File: src/rtl/mig_pkg.sv
// Shared types for the sequential majority-inverter-graph evaluator.
// Selects are stored at a fixed maximum width so the gate record is parameter-free.
package mig_pkg;

    // Wide enough for 1 + 10 inputs + 64 gates = 75 select codes.
    localparam int SEL_MAX_W  = 7;
    localparam int SEL_CONST0 = 0;
    localparam int SEL_X_BASE = 1;

    typedef struct packed {
        logic [SEL_MAX_W-1:0] sel_c;
        logic [SEL_MAX_W-1:0] sel_b;
        logic [SEL_MAX_W-1:0] sel_a;
        logic                 inv_c;
        logic                 inv_b;
        logic                 inv_a;
    } gate_cfg_t;

    typedef enum logic [1:0] {
        ST_IDLE = 2'd0,
        ST_EVAL = 2'd1,
        ST_DONE = 2'd2
    } state_t;

    function automatic logic maj3(input logic a, input logic b, input logic c);
        return (a & b) | (a & c) | (b & c);
    endfunction

endpackage

File: src/rtl/mig_gate_ram.sv
// Gate netlist store: one configuration record per majority gate.
// Synchronous write, asynchronous read, cleared to all-const0 selects on reset.
module mig_gate_ram
    import mig_pkg::*;
#(
    parameter int NUM_GATES = 8,
    parameter int GA_W      = 3
) (
    input  logic            clk_i,
    input  logic            rst_ni,
    input  logic            we_i,
    input  logic [GA_W-1:0] wr_addr_i,
    input  gate_cfg_t       wr_data_i,
    input  logic [GA_W-1:0] rd_addr_i,
    output gate_cfg_t       rd_data_o
);

    gate_cfg_t mem_q [NUM_GATES];

    // Write one gate record; out-of-range addresses are dropped.
    always_ff @(posedge clk_i or negedge rst_ni) begin
        if (!rst_ni) begin
            for (int i = 0; i < NUM_GATES; i++) begin
                mem_q[i] <= '0;
            end
        end else if (we_i && (int'(wr_addr_i) < NUM_GATES)) begin
            mem_q[wr_addr_i] <= wr_data_i;
        end
    end

    assign rd_data_o = mem_q[rd_addr_i];

endmodule

File: src/rtl/mig_seq_eval.sv
// Sequential MIG evaluator: one majority gate per cycle over a loaded netlist,
// for a single input vector or a full truth-table sweep.
module mig_seq_eval
    import mig_pkg::*;
#(
    parameter  int NUM_INPUTS = 7,
    parameter  int NUM_GATES  = 8,
    localparam int SEL_W      = $clog2(1 + NUM_INPUTS + NUM_GATES),
    localparam int GA_W       = (NUM_GATES > 1) ? $clog2(NUM_GATES) : 1,
    localparam int TT_W       = 2 ** NUM_INPUTS
) (
    input  logic                  clk,
    input  logic                  rst_n,
    input  logic                  cfg_we,
    input  logic [GA_W-1:0]       cfg_addr,
    input  logic [3*SEL_W-1:0]    cfg_sel,
    input  logic [2:0]            cfg_inv,
    input  logic [GA_W:0]         cfg_ngates,
    input  logic [SEL_W-1:0]      cfg_out_sel,
    input  logic                  cfg_out_inv,
    input  logic                  in_valid,
    output logic                  in_ready,
    input  logic                  in_mode,
    input  logic [NUM_INPUTS-1:0] in_x,
    output logic                  out_valid,
    input  logic                  out_ready,
    output logic                  out_bit,
    output logic [TT_W-1:0]       out_tt,
    output logic                  ref_err
);

    state_t                state_q;
    logic [GA_W:0]         g_q;
    logic [NUM_INPUTS-1:0] pat_q;
    logic                  mode_q;
    logic [NUM_GATES-1:0]  gv_q;
    logic [GA_W:0]         ngates_q;
    logic [SEL_W-1:0]      out_sel_q;
    logic                  out_inv_q;
    logic                  out_valid_q;
    logic                  out_bit_q;
    logic [TT_W-1:0]       out_tt_q;
    logic                  ref_err_q;
    logic                  in_ready_q;

    logic                  cfg_wr;
    gate_cfg_t             cfg_gc;
    gate_cfg_t             gc;
    logic [GA_W-1:0]       ga;
    logic [GA_W:0]         ngates_d;

    logic [1:0]            opa;
    logic [1:0]            opb;
    logic [1:0]            opc;
    logic [1:0]            opo;
    logic                  has_g;
    logic                  last_g;
    logic                  gate_v;
    logic                  obit;
    logic                  op_err;
    logic [NUM_GATES-1:0]  gv_nx;

    // Resolve one select to {err, value}: gates at or past lim read as 0 with err.
    function automatic logic [1:0] op_val(
        input logic [SEL_MAX_W-1:0]  s,
        input int                    lim,
        input logic [NUM_INPUTS-1:0] x,
        input logic [NUM_GATES-1:0]  gv
    );
        int         si;
        logic [1:0] r;
        si = int'(s);
        r  = 2'b00;
        if (si == SEL_CONST0) begin
            r = 2'b00;
        end else if (si > NUM_INPUTS + NUM_GATES) begin
            r = 2'b10;
        end
        for (int k = 0; k < NUM_INPUTS; k++) begin
            if (si == SEL_X_BASE + k) begin
                r = {1'b0, x[k]};
            end
        end
        for (int k = 0; k < NUM_GATES; k++) begin
            if (si == SEL_X_BASE + NUM_INPUTS + k) begin
                r = (k < lim) ? {1'b0, gv[k]} : 2'b10;
            end
        end
        return r;
    endfunction

    assign cfg_wr = cfg_we && (state_q == ST_IDLE);
    assign ga     = g_q[GA_W-1:0];

    assign ngates_d = (cfg_ngates > (GA_W+1)'(NUM_GATES))
                    ? (GA_W+1)'(NUM_GATES) : cfg_ngates;

    // Widen the incoming operand selects into the stored gate record.
    always_comb begin
        cfg_gc       = '0;
        cfg_gc.sel_a = SEL_MAX_W'(cfg_sel[SEL_W-1:0]);
        cfg_gc.sel_b = SEL_MAX_W'(cfg_sel[2*SEL_W-1:SEL_W]);
        cfg_gc.sel_c = SEL_MAX_W'(cfg_sel[3*SEL_W-1:2*SEL_W]);
        cfg_gc.inv_a = cfg_inv[0];
        cfg_gc.inv_b = cfg_inv[1];
        cfg_gc.inv_c = cfg_inv[2];
    end

    mig_gate_ram #(
        .NUM_GATES (NUM_GATES),
        .GA_W      (GA_W)
    ) u_ram (
        .clk_i     (clk),
        .rst_ni    (rst_n),
        .we_i      (cfg_wr),
        .wr_addr_i (cfg_addr),
        .wr_data_i (cfg_gc),
        .rd_addr_i (ga),
        .rd_data_o (gc)
    );

    // Evaluate the current gate and, on the last one, the output signal.
    always_comb begin
        opa    = op_val(gc.sel_a, int'(g_q), pat_q, gv_q);
        opb    = op_val(gc.sel_b, int'(g_q), pat_q, gv_q);
        opc    = op_val(gc.sel_c, int'(g_q), pat_q, gv_q);
        gate_v = maj3(opa[0] ^ gc.inv_a,
                      opb[0] ^ gc.inv_b,
                      opc[0] ^ gc.inv_c);
        has_g  = (ngates_q != '0);
        last_g = !has_g || (g_q == ngates_q - (GA_W+1)'(1));
        gv_nx  = gv_q;
        if (has_g) begin
            gv_nx[ga] = gate_v;
        end
        opo    = op_val(SEL_MAX_W'(out_sel_q), int'(ngates_q),
                        pat_q, gv_nx);
        obit   = opo[0] ^ out_inv_q;
        op_err = has_g && (opa[1] | opb[1] | opc[1]);
    end

    // Control FSM with config latch, evaluation sequencing and result registers.
    always_ff @(posedge clk or negedge rst_n) begin
        if (!rst_n) begin
            state_q     <= ST_IDLE;
            g_q         <= '0;
            pat_q       <= '0;
            mode_q      <= 1'b0;
            gv_q        <= '0;
            ngates_q    <= '0;
            out_sel_q   <= '0;
            out_inv_q   <= 1'b0;
            out_valid_q <= 1'b0;
            out_bit_q   <= 1'b0;
            out_tt_q    <= '0;
            ref_err_q   <= 1'b0;
            in_ready_q  <= 1'b1;
        end else begin
            unique case (state_q)
                ST_IDLE: begin
                    if (cfg_we) begin
                        ngates_q  <= ngates_d;
                        out_sel_q <= cfg_out_sel;
                        out_inv_q <= cfg_out_inv;
                        if (cfg_addr == '0) begin
                            ref_err_q <= 1'b0;
                        end
                    end
                    if (in_valid) begin
                        mode_q     <= in_mode;
                        pat_q      <= in_mode ? '0 : in_x;
                        out_tt_q   <= '0;
                        g_q        <= '0;
                        in_ready_q <= 1'b0;
                        state_q    <= ST_EVAL;
                    end
                end
                ST_EVAL: begin
                    gv_q <= gv_nx;
                    if (op_err || (last_g && opo[1])) begin
                        ref_err_q <= 1'b1;
                    end
                    if (!last_g) begin
                        g_q <= g_q + (GA_W+1)'(1);
                    end else begin
                        g_q <= '0;
                        if (!mode_q) begin
                            out_bit_q <= obit;
                            state_q   <= ST_DONE;
                        end else begin
                            out_tt_q[pat_q] <= obit;
                            if (pat_q == '1) begin
                                state_q <= ST_DONE;
                            end else begin
                                pat_q <= pat_q + NUM_INPUTS'(1);
                            end
                        end
                    end
                end
                ST_DONE: begin
                    if (!out_valid_q) begin
                        out_valid_q <= 1'b1;
                    end else if (out_ready) begin
                        out_valid_q <= 1'b0;
                        in_ready_q  <= 1'b1;
                        state_q     <= ST_IDLE;
                    end
                end
                default: begin
                    state_q <= ST_IDLE;
                end
            endcase
        end
    end

    assign in_ready  = in_ready_q;
    assign out_valid = out_valid_q;
    assign out_bit   = out_bit_q;
    assign out_tt    = out_tt_q;
    assign ref_err   = ref_err_q;

endmodule

File: config.mk
export PLATFORM = sky130hd
export DESIGN_NAME = mig_seq_eval
export DESIGN_NICKNAME = d
export VERILOG_FILES = /design/src/rtl/mig_pkg.sv /design/src/rtl/mig_gate_ram.sv /design/src/rtl/mig_seq_eval.sv
export SDC_FILE = /design/constraint.sdc
export NUM_CORES = 1
export LEC_CHECK = 0
export ABC_AREA = 0
export ABC_CLOCK_PERIOD_IN_PS = 11900
export BUFFER_PORTS_ARGS = -buffer_cell sky130_fd_sc_hd__buf_2
export CORE_MARGIN = 2
export CORE_UTILIZATION = 30
export CTS_CLUSTER_SIZE = 24
export DETAILED_ROUTE_END_ITERATION = 6
export SLEW_MARGIN = 40
export SYNTH_ARGS = -nofsm -noshare
export SYNTH_HDL_FRONTEND = slang
export SYNTH_SLANG_ARGS = --single-unit
File: constraint.sdc
create_clock -name clk -period 11.9 [get_ports clk]
set_input_delay 1.19 -clock clk [delete_from_list [all_inputs] [get_ports clk]]
set_output_delay 1.19 -clock clk [all_outputs]
set_load 0.02 [all_outputs]
==> results of run 1 <==
[through the flow]
step	instances	cell area, µm²
CTS	2252	17900
global placement	2193	16700
detailed placement	2198	16800
global route	2252	17900
finish	2252	17900
floorplan	1464	15400
[worst max path at each step]
stage	start	end	slack (ns)	depth (start not counted)
after detailed placement	g_q[2]	out_tt[110]	5.74	16
after CTS	g_q[2]	out_tt[93]	5.72	16
after floorplan	g_q[0]	out_tt[100]	7.61	17
after global routing	g_q[0]	out_tt[117]	5.34	16
after global placement	g_q[2]	out_tt[85]	5.52	16
final	g_q[0]	out_tt[117]	5.70	16
[area by class of cell]
cell class / count / area share, %
clock inverters: 17 / 1.67
flip-flops and latches: 283 / 39.5
clock buffers: 37 / 4.49
repair buffers: 192 / 5.97
multi-input cells: 1028 / 43.3
well taps: 680 / 4.74
inverters: 15 / 0.314
[state kept, by name, summed over array words and instances (netlist names)]
signal and count:
out_valid 1, ref_err 1, mode_q 1, out_tt 128
out_sel_q 4, gv_q 8, in_ready 1, u_ram.mem_q 120
ngates_q 4, g_q 4, state_q 2, pat_q 7
out_bit 1, out_inv_q 1
[where the power goes]
part	switching [mW]	internal [mW]	total (mW)
Clock	0.409	0.653	1.06
Combinational	2.21	1.05	3.26
Sequential	0.336	1.36	1.70
Total	2.96	3.06	6.02
[worst min-delay path, cell delays in order (launching register included)]
cell	delay, ns
dfstp_2	0.37
nand2_1	0.05
nand2_1	0.04
[logic make-up after synthesis]
group	share of synthesized area, %
compound gates	24.7
xor+xnor	0.568
fa+ha+maj	0.682
buf+inv	4.43
flops	46.0
mux	14.6
simple gates	9.01
[cells in the final DEF, fill, tap and decap left out, drive strengths merged, types with 6 or more instances in the layout]
master	netlist	layout
buf	39	191
clkinv	0	6
and2	9	9
nor3	24	24
clkbuf	99	38
nor2b	13	13
a31oi	9	9
inv	15	18
nand3	24	24
nand2b	11	11
xnor2	6	6
nor3b	8	8
nand2	103	103
ha	6	6
or3	6	6
a21oi	168	168
mux4	18	18
o22ai	6	6
o21ai	170	170
mux2i	29	29
o41ai	129	129
bufinv	0	8
nand3b	9	9
mux2	138	138
nor2	55	55
dfrtp	282	282
or2	6	6
[cells in the mapped netlist, types with 4 or more instances]
cell and count:
nor2_1 55, xor2_1 4, nand3b_1 9, o21ai_0 167
o211ai_1 5, inv_2 4, buf_2 14, dfrtp_1 282
buf_6 8, nand2_1 103, o22ai_1 6, o41ai_1 74
a32oi_1 4, nor3b_1 8, a31oi_1 9, o41ai_2 55
and2_1 8, nor4_1 5, buf_4 8, or3_1 6
mux2i_1 27, inv_1 11, mux2_2 135, nor2b_1 13
mux4_2 18, clkbuf_1 99, nand2b_1 11, buf_1 9
a22o_1 4, or2_2 5, and3_1 5, xnor2_1 6
nand3_1 24, a21oi_1 168, ha_1 6, nor3_1 23
[layer usage]
layer / vias to the layer above / GRT usage, %
li1: 5710 / -
met1: 6696 / 27.1
met2: 513 / 29.4
met3: 117 / 3.25
met4: 6 / 7.40
met5: - / 0
==> metrics, run 1 <==
status finished clean; hold depth 2; startpoint types flop; area grow syn2layout 16.4%; Critical Path Max Stage Delay 0.66 ns; Synth top area share 45.8%; relative slew slack 39.9%; Hold WC Path Type flop to flop; achievable frequency 0.161 GHz; metal3 WL 3570 µm; Layout Skew 0.0188 ns; R2R depth 16; Initial DRT Pass Iterations 6; Seq/Total Area, Yosys 46.0%; mean routed wirelength per cell 23.2 µm; antenna-violating nets left 0; I/O pins 172; Worst-Skew Late Latency 0.58 ns; crit-path cells buf_4 > mux4_2 > nand2_1 > a21boi_2 > mux2_1 > or3_1 > and3_1 > o32ai_1 > xor2_1 > maj3_1 > a31oi_1 > o311ai_2 > xnor2_2 > buf_4 > buf_6 > o41ai_1; Tot GR Track Use 19.2%; top cell type by total area after synthesis dfrtp_1; # nets final 1595; reg2reg end out_tt[117]; vias per cell 5.79; Initial Util 30.2%; post-CTS setup buffer count 0; CP most frequent cell buf_4; worst slew pin tran 0.902 ns; kind of critical path flop to flop; RSZ-0062 raised after global routing no; clk slew on worst S/H paths 0.07 ns; vias in the first global route 12.6k; Finish-stage setup viols 0; total power 6.02 mW; routed wire length 52200 µm; max-slew violations 0; leakage dissipation 7.88 nW; share of cells above drive strength 1 31.6%; Num CTS Buffers 29; CP Capture Type flop; first-pass GRT wire length 80300 µm; WL met2 23600 µm; Sink Count 283; Final HPWL DP 34300 µm; synthesized instance count 1464; hold slack 0.463 ns; fin util 35.1%; fillers 5081; fin worst setup slack 5.70 ns; synthesized area 0.0154 mm²; area occupied by registers 0.00709 mm²; family with the most delay on the worst path buffers and inverters; Worst Hold Path EP in_ready; CTS tree yes; reg2reg setup slack 5.70 ns; Yosys warnings 0; crit path time final 6.20 ns; top cells by area, synth dfrtp_1 46%, mux2_2 9.9%, o41ai_2 5.8%; Chip Width 231 µm; Multi-input gate area 0.00777 mm²; via count 13.0k; Post-Syn Nets 1510; DRC 0; top sig layer met5; worst hold start in_ready; CTS root buffer clkbuf_16; Final Hold Fails 0; Die H 231 µm; # diodes 0; met1 wire length 23000 µm; H-tree levels 1; Die ar. 0.0532 mm²; Yosys reg bits 283; Setup TNS 0 ns; Crit-path slowest cell buf_6; IO Port Bufs 171; PwrDens 336 mW/mm²; CTS hold repair buffers 0; DRC marker count from the first detailed-route iteration 1318; Post-Syn Area per Cell 10.5 µm²; largest net degree at the start of global routing 124; MaxCap Viol Count 0; crit path DAT 6.63 ns; routability cong. 0.874; Synth Flop Type dfrtp_1; Max rail drop VDD 0.000348 V; initial antenna violation count 3; pre-CTS setup slack 5.74 ns; CORE AREA 0.0511 mm²; GRT Residual Overflow 0; Netlist cell types 77; RR Startpoint g_q[0]; critical path required time 12.33 ns; Worst Path Buf+Inv 3; clk buf depth 3; Post-CTS Resized 0; Core Rows 83; maximum net fanout on the critical path 73; count of flip-flops with a built-in enable after synthesis 0; final worst-path cycle share 52.1%; async set or reset register ratio after synthesis 100%
No activity file was read; power rests on OpenSTA's default activity.
==> run 2, diff against run 1 <==
- ABC_CLOCK_PERIOD_IN_PS: 11900 -> 5100
- clock period: 11.9 -> 5.1 ns (I/O delays scaled with it)
==> run 2 against run 1 <==
Wire length increased by 1.5%. Maximum frequency increased by 28%. Clock power increased by 110%. Flip-flop and latch count unchanged. Global-route usage increased by 0.19 points. First-iteration DRC count increased by 6.7%. Highest routed layer unchanged.
==> metrics, run 2 (same netlist as run 1, synthesis figures left out) <==
CORE AREA 0.0511 mm²; achievable frequency 0.206 GHz; via count 13.1k; dpl cell area 0.0171 mm²; routability cong. 0.920; mean routed wirelength per cell 23.3 µm; IO Port Bufs 171; fillers 5105; # nets final 1625; Hold WC Path Type input port to flop; Worst-Skew Late Latency 0.57 ns; Multi-input gate area 0.00779 mm²; leakage dissipation 7.98 nW; most common cell after layout, fill and taps aside dfrtp_1; Num CTS Buffers 30; final worst-path cycle share 95.2%; Setup TNS 0 ns; DRC marker count from the first detailed-route iteration 1406; Finish-stage setup viols 0; MaxCap Viol Count 0; Tot GR Track Use 19.4%; GRT Residual Overflow 0; H-tree levels 1; clk slew on worst S/H paths 0.06 ns; Core Rows 83; Post-Layout Inst Area 0.0181 mm²; routed wire length 53000 µm; # diodes 0; vias per cell 5.75; crit path time final 4.86 ns; critical path required time 5.55 ns; relative slew slack 46.8%; antenna-violating nets left 0; Sink Count 283; CP Capture Type flop; clk buf depth 3; area occupied by registers 0.00709 mm²; most frequent cells in the layout 279 x dfrtp_1, 170 x buf_2, 168 x a21oi_1; Initial Util 30.2%; Initial DRT Pass Iterations 6; Die ar. 0.0532 mm²; crit-path cells buf_12 > mux4_2 > mux2i_1 > inv_1 > nand2b_1 > a21oi_1 > a31o_1 > or4_1 > a32oi_1 > maj3_2 > a31oi_1 > o311ai_2 > xnor2_2 > bufbuf_16 > o41ai_1; Max rail drop VDD 0.000864 V; maximum net fanout on the critical path 64; first-pass GRT wire length 81000 µm; DRC 0; largest net degree at the start of global routing 129; Crit-path slowest cell mux4_2; CTS root buffer clkbuf_16; I/O pins 172; share of cells above drive strength 1 32.7%; PwrDens 787 mW/mm²; status finished clean; startpoint types flop; post-CTS setup buffer count 0; CTS tree yes; Layout Skew 0.0167 ns; initial antenna violation count 3; kind of critical path flop to flop; Final HPWL DP 34600 µm; vias in the first global route 12.9k; area grow syn2layout 17.6%; Critical Path Max Stage Delay 0.53 ns; Chip Width 231 µm; RSZ-0062 raised after global routing no; crit path DAT 5.31 ns; max reg flops 128; max-slew violations 0; worst slew pin tran 0.798 ns; total power 14.3 mW; Final Hold Fails 0; Die H 231 µm
==> run 2: timing repair <==
action,CTS,global route
hold endpoints to repair,66,0
resized for setup,0,7
cloned,1,0
hold buffers,1,0
endpoints found under the setup margin,7,129
==> run 2: worst max-delay path: cells and delay by family (launching register included) <==
| kind | cells | cell delay (ns) |
|---|---|---|
| compound gates | 6 | 1.41 |
| mux | 2 | 0.88 |
| buf+inv | 3 | 0.74 |
| simple gates | 2 | 0.69 |
| flops | 1 | 0.44 |
| fa+ha+maj | 1 | 0.37 |
| xor+xnor | 1 | 0.17 |
==> run 2: routing by layer <==
| metal | vias to the layer above | share of wire, % | routed length [µm] | GRT usage [%] |
|---|---|---|---|---|
| met4 | 6 | 3.6 | 1890 | 7.00 |
| met1 | 6651 | 45 | 23600 | 27.6 |
| met2 | 550 | 45 | 23800 | 29.5 |
| met5 | - | 0.064 | 34 | 0 |
| met3 | 101 | 6.9 | 3670 | 3.42 |
| li1 | 5784 | - | - | - |
==> run 2: final cells by class <==
| class | count | share of cell area [%] |
|---|---|---|
| Tap cell | 680 | 4.69 |
| Clock inverter | 7 | 0.469 |
| Inverter | 15 | 0.311 |
| Timing Repair Buffer | 221 | 7.58 |
| Sequential cell | 283 | 39.1 |
| Clock buffer | 43 | 4.86 |
| Multi-Input combinational cell | 1028 | 43.0 |
==> run 2: final timing paths <==
path / startpoint / depth (start not counted) / slack (ns) / endpoint
min in group asynchronous: rst_n / 2 / 0.49 / u_ram.mem_q[163]
max reg2reg: g_q[0] / 15 / 0.24 / out_tt[102]
min: cfg_out_sel[2] / 3 / 0.18 / out_sel_q[2]
min reg2reg: in_ready / 2 / 0.46 / in_ready
max in group asynchronous: rst_n / 4 / 3.17 / out_inv_q
max: g_q[0] / 15 / 0.24 / out_tt[102]
==> run 2: per-stage QoR <==
step                      hold WS (ns)  utilization (%)  cells  setup slack, ns
after CTS                        0.157             35.4   2276           0.0233
after floorplan                  0.214                -   1464            0.809
after global routing             0.178             35.5   2277          0.00350
final                            0.175             35.5   2277            0.242
after global placement           0.453             33.1   2218            0.114
after detailed placement         0.454             33.4   2224           0.0774
==> run 2: power breakdown <==
| group | internal [mW] | switching (mW) | total (mW) |
|---|---|---|---|
| sequential | 3.19 | 0.811 | 4.00 |
| clock | 1.28 | 0.917 | 2.20 |
| combinational | 2.78 | 5.28 | 8.06 |
| total | 7.26 | 7.01 | 14.3 |
